`src/rtl/shift_seq_unit.sv`:
```
// Iterative shifter/rotator (SLL/SRL/SRA/ROR/ROL) that moves one bit position per clock.
// Latency: DONE arrives SHAMT+1 cycles after the accept edge; issue interval is SHAMT+2.
// Backpressure: START is taken only while READY=1; requests in SHIFT/FIN are dropped, not queued.
module shift_seq_unit #(
  parameter int WIDTH = 8,
  parameter int SHW   = 3
) (
  input  logic             clk,
  input  logic             reset_n,
  input  logic             start,
  input  logic [2:0]       op,
  input  logic [WIDTH-1:0] data,
  input  logic [SHW-1:0]   shamt,
  output logic             ready,
  output logic             busy,
  output logic             done,
  output logic [WIDTH-1:0] result,
  output logic             err
);

  localparam logic [2:0] OP_SLL = 3'b000;
  localparam logic [2:0] OP_SRL = 3'b001;
  localparam logic [2:0] OP_SRA = 3'b010;
  localparam logic [2:0] OP_ROR = 3'b011;
  localparam logic [2:0] OP_ROL = 3'b100;
  localparam logic [2:0] OP_FIRST_ILLEGAL = 3'b101;

  typedef enum logic [1:0] {
    S_IDLE  = 2'd0,
    S_SHIFT = 2'd1,
    S_FIN   = 2'd2
  } state_t;

  state_t           state;
  state_t           state_nxt;
  logic             accept;
  logic             op_illegal;
  logic [WIDTH-1:0] wreg;
  logic [WIDTH-1:0] step;
  logic [2:0]       op_q;
  logic [SHW-1:0]   cnt;
  logic             err_q;

  assign op_illegal = (op >= OP_FIRST_ILLEGAL);

  // State register; reset aborts any operation in flight without a DONE.
  always_ff @(posedge clk) begin
    if (!reset_n) begin
      state <= S_IDLE;
    end else begin
      state <= state_nxt;
    end
  end

  // Next-state and handshake outputs. Zero shifts and illegal ops skip SHIFT entirely.
  always_comb begin
    state_nxt = state;
    accept    = 1'b0;
    ready     = 1'b0;
    busy      = 1'b0;
    done      = 1'b0;
    case (state)
      S_IDLE: begin
        ready = 1'b1;
        if (start) begin
          accept = 1'b1;
          if ((shamt == '0) || op_illegal) begin
            state_nxt = S_FIN;
          end else begin
            state_nxt = S_SHIFT;
          end
        end
      end
      S_SHIFT: begin
        busy = 1'b1;
        if (cnt == SHW'(1)) begin
          state_nxt = S_FIN;
        end
      end
      S_FIN: begin
        done      = 1'b1;
        state_nxt = S_IDLE;
      end
      default: begin
        state_nxt = S_IDLE;
      end
    endcase
  end

  // One-bit step of the latched operation; SRA replicates the current MSB (the original sign).
  always_comb begin
    step = wreg;
    case (op_q)
      OP_SLL:  step = {wreg[WIDTH-2:0], 1'b0};
      OP_SRL:  step = {1'b0, wreg[WIDTH-1:1]};
      OP_SRA:  step = {wreg[WIDTH-1], wreg[WIDTH-1:1]};
      OP_ROR:  step = {wreg[0], wreg[WIDTH-1:1]};
      OP_ROL:  step = {wreg[WIDTH-2:0], wreg[WIDTH-1]};
      default: step = wreg;
    endcase
  end

  // Working register, op and count: loaded on accept, stepped once per SHIFT cycle, held otherwise.
  always_ff @(posedge clk) begin
    if (!reset_n) begin
      wreg  <= '0;
      op_q  <= OP_SLL;
      cnt   <= '0;
      err_q <= 1'b0;
    end else if (accept) begin
      wreg  <= data;
      op_q  <= op;
      cnt   <= shamt;
      err_q <= op_illegal;
    end else if (state == S_SHIFT) begin
      wreg  <= step;
      cnt   <= cnt - SHW'(1);
    end
  end

  assign result = wreg;
  assign err    = err_q;

endmodule

```
`config.mk`:
```
export PLATFORM = sky130hd
export DESIGN_NAME = shift_seq_unit
export DESIGN_NICKNAME = d
export VERILOG_FILES = /design/src/rtl/shift_seq_unit.sv
export SDC_FILE = /design/constraint.sdc
export NUM_CORES = 1
export LEC_CHECK = 0
export ABC_AREA = 1
export ABC_CLOCK_PERIOD_IN_PS = 1200
export BUFFER_PORTS_ARGS = -buffer_cell sky130_fd_sc_hd__buf_2
export CAP_MARGIN = 20
export CORE_MARGIN = 10
export CORE_UTILIZATION = 51
export DETAILED_ROUTE_END_ITERATION = 7
export GPL_TIMING_DRIVEN = 0
export PLACE_DENSITY = 0.81
export SYNTH_ARGS = -nofsm -noshare
export SYNTH_HDL_FRONTEND = slang
export SYNTH_SLANG_ARGS = --single-unit
```
`constraint.sdc`:
```
create_clock -name clk -period 1.2 [get_ports clk]
set_input_delay 0.3 -clock clk [delete_from_list [all_inputs] [get_ports clk]]
set_output_delay 0.3 -clock clk [all_outputs]
set_load 0.005 [all_outputs]
```
==> results.cfg <==
[synth]
avgSynthCellArea_um2 = 6.54
ys_seq_elements = 17
yosysTopAreaCellShare_pct = 32.3
synth_area_leaders = dfxtp_1 (32%), nand2_1 (17%), nor2_1 (8.6%)
syn_area_mm2 = 0.00105
syn_inst = 161
syn-num-nets = 180
yosysTopAreaCell = dfxtp_1
synth_cell_types = 22
ys_seq_area_share_pct = 32.3
synth_warnings = 0

[sta]
clock_skew_ps = 2.69
max_slew.worst_pin.slew_ps = 353
fmax_ghz = 0.781
fin_crit_ps = 1280
slew_viol_final = 0
setup_viol = 7
slew_headroom_pct = 76.2
fin_setup_tns_ps = -310
setup_ws_ps = -80.1
rsz0062_at_grt = true
fin_crit_sh_pct = 107
finalHoldViolCount = 0

[outcome]
status = finished with violations
violations = setup timing

[floorplan]
start_util_pct = 53.6
coreArea_mm2 = 0.00196
rows = 16
die_area_mm2 = 0.00428
ios = 29
die_w_um = 65.4
die_h_um = 65.4

[critical_path]
cp_slowest_cell = dfxtp_4
start_kind = flop
crit_path_max_incr_delay_ps = 380
critical_path_class = reg -> reg
cp_max_fo = 6
required_ps = 1450
end_kind = flop
path_buf_inv = 2
crit_chain = inv_6 -> nand2_4 -> nor2_4 -> buf_4 -> nor2_1 -> nand2_1 -> nand3_1 -> a21oi_2
cp.depth = 8
ff2ff_path_depth = 8
crit_family = simple AND/OR/NAND/NOR gates
arrival_ps = 1530
rrSetupSlack_ps = -80

[detailed_routing]
wl_um = 3460
ant_nets = 0
firstDrtPassIters = 5
drt_iter0_drc = 77
drc = 0
via_count = 1216
vias_per_cell = 5.29
drt-wirelength-per-cell_um = 15.1

[grt]
met2_usage_pct = 24.9
use_met3_pct = 4.41
top_usage_layer = met2
use_met1_pct = 15.0
gr-total-overflow = 0
grt_pass1_wl_um = 4830
grt_max_degree = 11
grt_pass1_vias = 1113
antenna_found_initial = 0
grtUsageTotal_pct = 13.8

[power]
total_leakage_power_nw = 0.723
pwr-share-seq_pct = 39.3
total_power_mw = 1.85
power_frac_clock_pct = 18.5
p_int_mw = 1.12
combPwrFrac_pct = 42.2
p_sw_mw = 0.731
ir_drop_mv = 0.771
powerDensity_mw_per_mm2 = 1230
swShare_pct = 39.6

[placement]
postPlaceCellArea_mm2 = 0.00123
dp_hpwl_um = 2090
port_buffers = 28
place.gp.congestion = 0.797

[clock_network]
cts.htree.levels = 1
cts_root_buf = clkbuf_4
cts_sinks = 17
cts_buffer_depth = 2
cts_tree = done
hold_buffers = 0
clk_pin_slew_ps = 110
numCtsBuffers = 3
clk_latency_ps = 300

[final_layout]
nNetsFinal = 223
finalInstanceArea_mm2 = 0.00151
area_growth_pct = 43.0
antennaDiodeCount = 0
drive_gt1_share_pct = 42.9

[hold_path]
min_path_type = in -> reg
hold_depth = 3

[job]
maxCapViolCount = 0
[routing by layer]
layer	vias to the layer above	share of wire (%)
met5	-	0
met4	0	1.7
met3	8	9.1
met2	67	51
met1	548	39
li1	593	-
[worst reg2reg max path, cell delays in order (launching register included)]
cell and delay (ps):
dfxtp_4 380, inv_6 80, nand2_4 50, nor2_4 210, buf_4 150, nor2_1 40
nand2_1 90, nand3_1 100, a21oi_2 130
[sequential cells by signal (all words and copies together), names as in the netlist]
| register | flops |
|---|---|
| err | 1 |
| cnt | 3 |
| op_q | 3 |
| result | 8 |
| state | 2 |
[cell usage after synthesis (all sizes together)]
master and n:
nand2 53, a21oi 14, nor2 27, o211ai 1
inv 21, o22ai 2, buf 4, o31a 1
nand3 12, dfxtp 17, o21ai 5, o2111ai 1
or2 1, ha 2
[path summary, 6_finish.rpt]
path / start / end
setup / recovery: state[1] / result[7]
hold / removal: op[0] / op_q[0]
setup reg to reg: state[1] / result[7]
hold reg to reg: op_q[0] / op_q[0]
[layout by cell type (no fill, tap or decap), types with 2 or more instances in the layout]
cell       n
dfxtp_4    2
a21oi_2    4
nand2_1   37
o21ai_1    2
inv_2      2
a21oi_1   10
nand3_2    4
inv_1     16
inv_4      2
nor2_1    22
buf_2     27
o21ai_0    3
nand3_1    7
nand2_8    2
buf_4      7
buf_6      5
nand2_4    6
clkbuf_4   3
dfxtp_2    4
dfxtp_1   11
nor2_4     4
nand2_2    9
ha_1       2
[stage by stage]
step	std cells	hold slack [ps]	utilization (%)	worst slack [ps]
after floorplan	161	438	-	82.5
after global placement	216	476	62.5	2.42
after detailed placement	216	478	62.5	-4.18
after CTS	222	277	65.7	-42.2
after global routing	230	275	76.7	-129
final	230	248	76.7	-80.1
[power by group through the flow]
stage / registers [mW] / clock network, mW / logic, mW
floorplan: 0.713 / 0 / 0.400
global placement: 0.717 / 0 / 0.549
detailed placement: 0.720 / 0 / 0.565
CTS: 0.710 / 0.323 / 0.586
global route: 0.733 / 0.350 / 0.858
finish: 0.727 / 0.341 / 0.780
[area by class of cell]
type                    count  area, um^2
clock buffers               4        26.3
inverters                  21        88.8
fillers                   144         457
flip-flops and latches     17         353
plain buffers               4        53.8
well taps                  27        33.8
repair buffers             37         235
multi-input cells         120         714
[logic make-up (layout without fill, tap and decap cells)]
group | after synthesis | after routing | share of synthesized area (%)
flip-flops | 17 | 17 | 32.3
buffers and inverters | 25 | 66 | 11.8
AO/OA/AOI/OAI | 24 | 24 | 12.6
AND/OR/NAND/NOR | 93 | 94 | 40.9
adder cells (fa/ha/maj) | 2 | 2 | 2.38
[timing repair]
action                     4_1_cts  5_1_grt
resized for setup                8       42
setup buffers                    2        4
pin swaps                        1       16
setup endpoints to repair        9       14
cloned                           0        4
Note: power is estimated with default switching activity, not from simulation.
